<file path="src/rtl/regb_fifo_chain.sv">
// Register-chain FIFO: DEPTH stages with per-stage valid bits and stage 0 as the head.
// Data falls through to the lowest free stage; sticky overflow/underflow flags are cleared by clr_err.
module regb_fifo_chain #(
  parameter int unsigned WIDTH    = 4,
  parameter int unsigned DEPTH    = 8,
  parameter int unsigned AF_LEVEL = DEPTH - 1,
  parameter int unsigned AE_LEVEL = 1
) (
  input  logic                       clk,
  input  logic                       res_n,
  input  logic [WIDTH-1:0]           si,
  input  logic                       shift_in,
  input  logic                       shift_out,
  input  logic                       clr_err,
  output logic [WIDTH-1:0]           so,
  output logic                       empty,
  output logic                       full,
  output logic                       almost_empty,
  output logic                       almost_full,
  output logic [$clog2(DEPTH+1)-1:0] count,
  output logic                       overflow,
  output logic                       underflow
);

  localparam int unsigned CW = $clog2(DEPTH + 1);

  logic [WIDTH-1:0] data_q  [DEPTH];
  logic [WIDTH-1:0] data_d  [DEPTH];
  logic [WIDTH-1:0] data_sh [DEPTH];
  logic [DEPTH-1:0] valid_q, valid_d, valid_sh;
  logic [CW-1:0]    count_q, count_d;
  logic             overflow_q, overflow_d;
  logic             underflow_q, underflow_d;
  logic             pop_acc, push_acc, placed;

  assign empty        = (count_q == '0);
  assign full         = (count_q == CW'(DEPTH));
  assign almost_empty = (32'(count_q) <= AE_LEVEL);
  assign almost_full  = (32'(count_q) >= AF_LEVEL);
  assign count        = count_q;
  assign so           = data_q[0];
  assign overflow     = overflow_q;
  assign underflow    = underflow_q;

  always_comb begin
    pop_acc  = shift_out & ~empty;
    push_acc = shift_in & (~full | pop_acc);

    data_sh  = data_q;
    valid_sh = valid_q;
    if (pop_acc) begin
      for (int i = 0; i < DEPTH - 1; i++) begin
        data_sh[i] = data_q[i+1];
      end
      data_sh[DEPTH-1] = '0;
      valid_sh         = {1'b0, valid_q[DEPTH-1:1]};
    end

    // Valid stages are contiguous, so the first invalid stage after the shift is the tail.
    data_d  = data_sh;
    valid_d = valid_sh;
    placed  = 1'b0;
    for (int i = 0; i < DEPTH; i++) begin
      if (push_acc && !placed && !valid_sh[i]) begin
        data_d[i]  = si;
        valid_d[i] = 1'b1;
        placed     = 1'b1;
      end
    end

    count_d = count_q + CW'(push_acc) - CW'(pop_acc);

    // clr_err wins over an error raised in the same cycle.
    overflow_d  = clr_err ? 1'b0 : (overflow_q | (shift_in & full & ~shift_out));
    underflow_d = clr_err ? 1'b0 : (underflow_q | (shift_out & empty));
  end

  always_ff @(posedge clk) begin
    if (!res_n) begin
      data_q      <= '{default: '0};
      valid_q     <= '0;
      count_q     <= '0;
      overflow_q  <= 1'b0;
      underflow_q <= 1'b0;
    end else begin
      data_q      <= data_d;
      valid_q     <= valid_d;
      count_q     <= count_d;
      overflow_q  <= overflow_d;
      underflow_q <= underflow_d;
    end
  end

endmodule

</file>
<file path="config.mk">
export PLATFORM = sky130hd
export DESIGN_NAME = regb_fifo_chain
export DESIGN_NICKNAME = d
export VERILOG_FILES = /design/src/rtl/regb_fifo_chain.sv
export SDC_FILE = /design/constraint.sdc
export NUM_CORES = 1
export LEC_CHECK = 0
export CAP_MARGIN = 15
export CORE_MARGIN = 1.5
export CORE_UTILIZATION = 40
export DETAILED_ROUTE_END_ITERATION = 8
export PLACE_DENSITY = 0.65
export SLEW_MARGIN = 15
export SYNTH_ARGS = -nofsm -noshare
export SYNTH_HDL_FRONTEND = slang
export SYNTH_SLANG_ARGS = --single-unit
</file>
<file path="constraint.sdc">
create_clock -name clk -period 5.45 [get_ports clk]
set_clock_uncertainty 0.2 [all_clocks]
set_input_delay 1.09 -clock clk [delete_from_list [all_inputs] [get_ports clk]]
set_output_delay 1.09 -clock clk [all_outputs]
set_load 0.01 [all_outputs]
</file>
==> metrics.cfg <==
[floorplan]
initial_utilization_pct = 41.4
rows = 29
die_w_um = 83.8
core_area_mm2 = 0.00631
fp.dieArea_mm2 = 0.00702
ios = 23
die_h_um = 83.8

[clock_network]
cts_htree_levels = 2
ctsResizeCount = 0
clk_pin_slew_ns = 0.08
cts_made_buffers = 5
cts_hold_buf = 0
clk_path_buf_depth = 2
clkLatencyLatePin_ns = 0.29
postCtsSetupRepairBufs = 0
cts_tree = yes
clkSinkCount = 46
cts_root_buf = clkbuf_8

[finish]
final_cells = 368
multiInputGateArea_mm2 = 0.00151
layout-drive-gt1-share_pct = 8.93
seq_area_um2 = 921
nNetsFinal = 309
synthToLayoutAreaGrowth_pct = 11.1
n_fill_cell = 633
stdcell_area_mm2 = 0.00290
diodes = 0

[grt]
met3_usage_pct = 2.37
grt_pass1_wl_mm = 10.3
grt_max_degree = 38
antenna_found_initial = 0
grt_use_met1_pct = 27.7
grt_overflow = 0
grt_use_total_pct = 17.7
grt_busiest_layer = met1
use_met2_pct = 25.8
grt_pass1_vias = 2007

[min_path]
min_from = underflow$_SDFF_PP0_
hold_path.class = flip-flop to flip-flop

[critical_path]
crit_path_start = count[2]$_SDFF_PN0_
timing.rr.start = count[2]$_SDFF_PN0_
crit_arrival_ns = 2.70
endpoint_kind = output pin
cp_slowest_cell = clkdlybuf4s50_1
path_cells = inv_1 > ha_1 > or3b_1 > clkinv_2 > clkdlybuf4s50_1
worstPathRequired_ns = 4.16
cpPeakStageDelay_ns = 0.62
cp_max_fo = 37
crit_type = flip-flop to output pin
critPathLaunchType = flip-flop

[synthesis]
yosysUniqueCellTypes = 49
synthArstFlopShare_pct = 0
synth_warnings = 0
synth.largest_area_cell = dfxtp_1
synthCells = 282
synthTopCellsByArea = dfxtp_1 35%, mux2i_1 11%, o211ai_1 8.3%
syn_avg_cell_area_um2 = 9.26
ys_seq_area_share_pct = 35.2
syn_area_mm2 = 0.00261
synth.top_cell.area_share_pct = 35.2
synth-edff-count = 0
synth_nets = 300
ys_ff_latch = 46
yosys_most_used_dff = dfxtp_1

[drt]
drt-total-wl_mm = 5.95
vias_per_cell = 5.71
drt_iter0_drc = 236
drc = 0
vias = 2102
firstDrtPassIters = 4
wire_per_inst_um = 16.2
ant_nets = 0

[sta]
finalHoldViolCount = 0
max_freq_mhz = 250
tns_ns = 0
min_period_ns = 3.99
timing.hold.ws_ns = 0.278
relSlewSlack_pct = 43.5
setup_viol_count_final = 0
fin_crit_sh_pct = 73.3
rsz0062_at_grt = false
worst_pin_slew_ns = 0.845
drv_slew = 0

[outcome]
status = complete, no violations

[pwr]
p_leak_nw = 1.18
power.share.clock_pct = 15.9
combPwrFrac_pct = 44.7
fin_total_pwr_mw = 1.24
p_seq_share_pct = 39.3
p_int_mw = 0.760
power.density_mw_per_mm2 = 426
p_sw_mw = 0.477
peakVddDrop_v = 0.000193
sw_frac_of_total_pct = 38.6

[place]
gp_congestion = 0.840
place_area_mm2 = 0.00282
port_buffers = 22
hpwl_mm = 3.89
post-place-cells = 361

[job]
cap_violations = 0

==> power groups by stage <==
stage / clock network (mW) / registers (mW) / logic [mW]
2_1_floorplan: 0 / 0.482 / 0.421
3_3_place_gp: 0 / 0.493 / 0.547
3_5_place_dp: 0 / 0.495 / 0.552
4_1_cts: 0.204 / 0.487 / 0.556
5_1_grt: 0.214 / 0.498 / 0.618
6_report: 0.197 / 0.486 / 0.553
==> routing by layer <==
metal  wire length [um]  vias to the layer above
met5                  0                        -
met2               2750                       34
met3                144                        2
li1                   -                     1058
met1               3020                     1008
met4                 39                        0
==> synth_stat cells, drive strengths merged (2+ instances only) <==
library cell / instances
a211oi: 5
a21boi: 7
a21oi: 15
a22oi: 4
and2: 3
and3: 2
buf: 13
clkbuf: 9
dfxtp: 46
ha: 8
inv: 14
mux2i: 28
nand2: 9
nand2b: 7
nand3: 4
nor2: 2
nor2b: 5
nor3b: 4
nor4b: 5
o211a: 2
o211ai: 29
o21a: 4
o21ai: 12
or3: 29
or3b: 2
==> flip-flops by register name, summed over array words and instances, names as in the netlist <==
| signal | flops |
|---|---|
| count | 4 |
| data_q | 28 |
| overflow | 1 |
| so | 4 |
| underflow | 1 |
| valid_q | 8 |
==> through the flow <==
step	utilization, %	setup slack (ns)
after global routing	46.0	1.26
after detailed placement	44.7	1.51
after floorplan	-	2.35
final	46.0	1.46
after CTS	46.0	1.44
after global placement	44.7	1.56
==> layout make-up <==
| class | count | area share [%] |
|---|---|---|
| clock inverter | 2 | 0.345 |
| multi-input combinational | 199 | 52.1 |
| timing repair buffer | 24 | 8.11 |
| inverter | 15 | 1.98 |
| clock buffer | 5 | 2.37 |
| sequential | 46 | 31.7 |
| tap | 77 | 3.32 |
==> placed cells by master (no fill, tap or decap), types with 3 or more instances in the layout <==
master           synthesis  final
dfxtp_1                 46     46
or3_1                   29     29
o211ai_1                29     29
mux2i_1                 28     28
clkdlybuf4s50_1          0     22
a21oi_1                 14     14
inv_1                   10     10
nand2_1                  8      8
ha_1                     8      8
o21ai_0                  6      6
nand2b_1                 6      6
nor2b_1                  5      5
nor4b_1                  5      5
o21ai_2                  5      5
a211oi_1                 5      5
a21boi_0                 5      5
clkbuf_8                 0      5
inv_2                    4      4
nand3_1                  4      4
nor3b_1                  4      4
o21a_1                   4      4
a22oi_1                  4      4
clkinv_2                 1      3
and2_1                   3      3
==> cells by family after synthesis <==
kind of cell | synth area share, %
AOI/OAI and AO/OA | 23.3
and+or+nand+nor | 18.6
DFF | 35.2
buffers and inverters | 6.85
muxes | 10.7
adders and majority gates | 4.60
xor gates and xnor gates | 0.671
==> worst max-delay path: cells and delay by family, from the launching register on <==
kind	cells	cell delay, ns
buffers and inverters	3	1.24
and+or+nand+nor	1	0.51
DFF	1	0.38
adders and majority gates	1	0.27
==> worst paths after layout <==
kind | end | slack, ns | cells past startpoint
setup reg to reg | count[2]$_SDFF_PN0_ | 2.33 | 12
hold / removal | underflow$_SDFF_PP0_ | 0.28 | 2
hold reg to reg | underflow$_SDFF_PP0_ | 0.28 | 2
setup / recovery | empty | 1.46 | 5
Note: power is estimated with default switching activity, not from simulation.
==> edit 1: new RTL, config.mk and constraints unchanged <==
Change the parameter `DEPTH` from 8 to 4.
--- a/src/rtl/regb_fifo_chain.sv
+++ b/src/rtl/regb_fifo_chain.sv
@@ -3,5 +3,5 @@
 module regb_fifo_chain #(
   parameter int unsigned WIDTH    = 4,
-  parameter int unsigned DEPTH    = 8,
+  parameter int unsigned DEPTH    = 4,
   parameter int unsigned AF_LEVEL = DEPTH - 1,
   parameter int unsigned AE_LEVEL = 1
Ports: changed (resized count); port bits go from 23 to 22. No check against the original RTL was run, so the function may have changed too.
==> edit 1 against the original RTL <==
Wire length is 54% lower; setup slack gained 0.59 ns; area after synthesis down 50%; sequential cell count fell by 21; cell count down 43%; total power shrank 48%; cell area down 47%; sequential power decreased by 47%.
==> edit 1: results (changes against the original RTL) <==
Run status
  • Status: finished, final reports clean

Clock network
  • Clock slew at reported path FFs: 0.13 ns (+0.05 ns)
  • H-tree levels: 1 (-1)
  • Clock root cell: clkbuf_4
  • Clk_lat worst skew: 0.32 ns (+0.03 ns)
  • Number of post-CTS setup repair buffers: 0 (unchanged)
  • Num CTS Buffers: 3 (-2)

Yosys
  • Syn_nets: 167 (-44%)
  • Async set-or-reset flop fraction in the synthesized netlist: 0% (unchanged)
  • Synthesis Warnings: 0 (unchanged)
  • Synth area leaders: dfxtp_1 (38%), nor2_1 (6.3%), mux2i_1 (6.1%)
  • Synth top cells by count: dfxtp_1 (25), nor2_1 (22), nand2_1 (19), or3_1 (9), mux2i_1 (8)
  • Post-synthesis sequential area ratio: 38.3% (+3.0 points)
  • Unique masters post-synth: 36 (-27%)

Global routing
  • Vias in the first global route: 958 (-52%)
  • GRT Overall Usage: 16.3% (-1.4 points)
  • First-pass GRT wire length: 4.44 mm (-57%)
  • Largest net degree at the start of global routing: 23 (-39%)

Critical path
  • Worst path slowest cell: or4b_1
  • CP arrival: 3.44 ns (+0.74 ns)
  • Max incr delay on CP: 0.69 ns (+0.07 ns)
  • Critical R2R Launch: count[1]
  • Worst R2R Setup Slack: 2.45 ns (+0.12 ns)
  • Worst-case reg-to-reg path depth: 8 (-4)
  • Worst-path fanout max: 8 (-78%)
  • Worst R2R End: count[2]

Final layout
  • Share of post-route cells with drive strength above 1: 6.02% (-2.9 points)
  • Nets: 182 (-41%)
  • Flip-flop count of the largest register after layout: 12 (-57%)
  • # fillers: 293 (-54%)

STA
  • Worst slew pin tran: 0.764 ns (-0.0807 ns)

Detailed routing
  • Vias per cell: 5.14 (-10%)
  • Post-Route WL: 2.72 mm (-54%)
  • Iter 0 DRT Violations: 41 (-83%)

Placed design
  • Detailed placer's ending HPWL: 1.84 mm (-53%)
  • GPL Wtd Cong: 0.723 (-14%)
  • PortBufs: 21 (-4.5%)

Pwr
  • Worst VDD drop: 0.233 mV (+21%)
  • Pleak: 0.652 nW (-45%)
  • Net Sw Frac: 38.5% (-0.10 points)

Hold path
  • Worst min-delay path class: flop to flop
  • Hold Path Stages: 2 (unchanged)
## edit 1: cell types whose count changed after synthesis, sizes merged, moves of 7 or more
cell | unedited run | this run
a21boi | 7 | 0
mux2i | 28 | 8
or3 | 29 | 9
nand2 | 9 | 19
a21oi | 15 | 4
nor2 | 2 | 22
o211ai | 29 | 0
dfxtp | 46 | 25
## edit 1: worst max-delay path: cells and delay by family
kind | cells | cell delay, ns
adders and majority gates | 3 | 0.79
buffers and inverters | 2 | 0.55
and+or+nand+nor | 3 | 1.03
## edit 1: final cells by class
| cell class | instances | share of cell area, % |
|---|---|---|
| Multi-Input combinational cell | 108 | 46.5 |
| Tap cell | 44 | 3.58 |
| Clock buffer | 4 | 1.71 |
| Timing Repair Buffer | 21 | 13.7 |
| Sequential cell | 25 | 32.5 |
| Inverter | 8 | 1.95 |
## edit 1: per-layer routing
metal,vias to the layer above,routed length [µm],part of all wire (%),track usage [%]
met5,-,0,0,0
met4,0,19,0.70,3.81
met3,2,93,3.4,4.55
met2,17,1280,47,25.3
met1,505,1330,49,22.5
li1,555,-,-,-
## edit 1: cell families (layout without fill, tap and decap cells)
kind of cell | count (synthesis) | after routing | share of synthesized area [%]
xor gates and xnor gates | 1 | 1 | 0.670
DFF | 25 | 25 | 38.3
muxes | 8 | 8 | 6.12
and+or+nand+nor | 63 | 63 | 22.7
AOI/OAI and AO/OA | 30 | 30 | 18.9
adders and majority gates | 6 | 6 | 6.32
buffers and inverters | 19 | 33 | 6.99
## edit 1: per-stage QoR
step / hold WS, ns / setup slack, ns / instance area (µm²) / instances
2_1_floorplan: 0.243 / 2.34 / 1310 / 152
3_3_place_gp: 0.256 / 1.74 / 1510 / 206
3_5_place_dp: 0.261 / 1.69 / 1510 / 206
4_1_cts: 0.294 / 2.05 / 1540 / 210
5_1_grt: 0.306 / 1.95 / 1540 / 210
6_report: 0.291 / 2.04 / 1540 / 210
## edit 1: worst max path at each step
stage | start | endpoint | slack (ns) | cells past startpoint
4_1_cts | shift_out | count[1] | 2.05 | 8
3_5_place_dp | shift_out | count[1] | 1.69 | 8
5_1_grt | shift_out | count[1] | 1.95 | 8
2_1_floorplan | shift_out | count[1] | 2.34 | 8
3_3_place_gp | shift_out | count[1] | 1.74 | 8
6_report | shift_out | count[1] | 2.04 | 8
## edit 1: power groups by stage
| stage | combinational [mW] | sequential, mW | clock, mW |
|---|---|---|---|
| after floorplan | 0.211 | 0.255 | 0 |
| after detailed placement | 0.303 | 0.263 | 0 |
| after global routing | 0.344 | 0.264 | 0.0922 |
| final | 0.303 | 0.259 | 0.0824 |
| after CTS | 0.304 | 0.259 | 0.0863 |
| after global placement | 0.297 | 0.262 | 0 |
==> edit 2: new RTL, same flow settings <==
Made on the original files. Register the output `count` once more, without a reset; this adds one clock of latency there. The other outputs are not delayed to match.
--- a/src/rtl/regb_fifo_chain.sv
+++ b/src/rtl/regb_fifo_chain.sv
@@ -38,5 +38,7 @@
   assign almost_empty = (32'(count_q) <= AE_LEVEL);
   assign almost_full  = (32'(count_q) >= AF_LEVEL);
-  assign count        = count_q;
+  always_ff @(posedge clk) begin
+    count <= count_q;
+  end
   assign so           = data_q[0];
   assign overflow     = overflow_q;
Behaviour: not the same (a bounded check fails within 4 cycles, from zero or initial values).
==> edit 2 against the original RTL <==
Total power is 13% lower; largest power group is now sequential cells; sequential cell count is 4 higher; area after synthesis is 8.2% higher; register-to-register slack worse by 0.13 ns; fmax is 13% higher; setup slack better by 0.46 ns; wire length is 1.4% lower; cell area is 8.3% higher.
==> edit 2: results (changes against the original RTL) <==
Clock network
  • Clk_lat worst skew: 0.31 ns (+0.02 ns)
  • Clock root cell: clkbuf_8
  • H-tree levels: 2 (unchanged)
  • Post_cts resized: 0 (unchanged)
  • Clock slew at reported path FFs: 0.10 ns (+0.02 ns)

Detailed routing
  • WL per Instance: 14.2 µm (-12%)
  • Met1 wire length: 2.98 mm (-1.2%)
  • Via Count: 2271 (+8.0%)
  • Iter 0 DRT Violations: 227 (-3.8%)
  • Met3 routed WL: 345 µm (+140%)
  • Met2 Wirelength: 2.48 mm (-9.7%)

Pwr
  • Pleak: 1.33 nW (+13%)
  • Worst VDD drop: 0.181 mV (-6.0%)

Final layout
  • Biggest regs: data_q (28), valid_q (8)
  • # fillers: 680 (+7.4%)
  • Nets: 335 (+8.4%)
  • Share of post-route cells with drive strength above 1: 9.12% (+0.18 points)
  • Post-Layout Cell Count: 414 (+13%)

Hold path
  • Worst min-delay path class: flop to flop

STA
  • Slew Limit Headroom: 38.3% (-5.3 points)
  • Min Tclk post-route: 3.54 ns (-0.456 ns)
  • Total negative slack: 0 ns (unchanged)
  • Worst hold slack: 0.189 ns (-0.0894 ns)

Yosys
  • Async set-or-reset flop fraction in the synthesized netlist: 0% (unchanged)
  • Synth top cells by count: dfxtp_1 (50), a21boi_0 (40), o21ai_0 (33), and3_1 (29), mux2i_1 (28)
  • Synth area leaders: dfxtp_1 (35%), a21boi_0 (11%), mux2i_1 (9.9%)
  • Syn_nets: 331 (+10%)
  • Unique masters post-synth: 47 (-4.1%)
  • Gate Count Post-Synth: 313 (+11%)
  • Dominant synthesized flop cell: dfxtp_1
  • Post-synthesis sequential area ratio: 35.4% (+0.15 points)

Global routing
  • GRT Overall Usage: 16.6% (-1.2 points)
  • Vias in the first global route: 2093 (+4.3%)
  • First-pass GRT wire length: 10.0 mm (-2.8%)
  • Largest net degree at the start of global routing: 68 (+79%)

Placed design
  • GPL Wtd Cong: 0.916 (+9.0%)
  • Pre-CTS setup slack: 1.68 ns (+0.170 ns)
  • Detailed placer's ending HPWL: 3.94 mm (+1.2%)

Run status
  • Status: finished, final reports clean

Critical path
  • Worst R2R Setup Slack: 2.20 ns (-0.13 ns)
  • CP arrival: 2.25 ns (-0.45 ns)
  • Max incr delay on CP: 0.56 ns (-0.06 ns)
  • Worst-path fanout max: 8 (-78%)
edit 2: changes by cell type in the layout (fill, tap and decap cells not counted), moves of 5 or more:
cell	change
a21boi_0	+35
o21ai_0	+27
and3_1	+27
o2111ai_1	+5
o211ai_1	-29
or3_1	-29
edit 2: logic make-up after synthesis:
kind of cell | after synthesis | share of synthesized area (%)
AOI/OAI and AO/OA | 115 | 29.1
xor gates and xnor gates | 2 | 0.620
adders and majority gates | 9 | 4.25
buffers and inverters | 42 | 6.77
DFF | 50 | 35.4
muxes | 28 | 9.91
and+or+nand+nor | 67 | 14.0
edit 2: cell type report:
cell class | count | share of cell area, %
clock buffers | 6 | 2.63
clock inverters | 2 | 0.398
well taps | 96 | 3.82
inverters | 14 | 1.67
repair buffers | 25 | 7.57
flip-flops and latches | 50 | 31.9
multi-input cells | 221 | 52.1
edit 2: stage by stage:
| step | total power, mW | instance area (µm²) |
|---|---|---|
| detailed placement | 0.851 | 3050 |
| floorplan | 0.745 | 2830 |
| global route | 1.15 | 3140 |
| finish | 1.07 | 3140 |
| global placement | 0.848 | 3050 |
| CTS | 1.08 | 3140 |
edit 2: worst paths after layout:
check	from	cells past startpoint	end
worst max register to register	count_q[2]	12	count_q[2]
worst min-delay path	count_q[2]	0	count[2]
worst max-delay path	count_q[2]	5	empty
worst min register to register	count_q[2]	0	count[2]
edit 2: per-layer routing:
layer  vias up  track usage [%]
met1      1058             24.7
li1       1149                -
met3         6             2.75
met4         0             4.40
met5         -                0
met2        58             24.6
edit 2: where the power goes:
part / switching [mW] / internal, mW
sequential: 0.0243 / 0.402
clock: 0.128 / 0.102
combinational: 0.256 / 0.161
total: 0.409 / 0.665
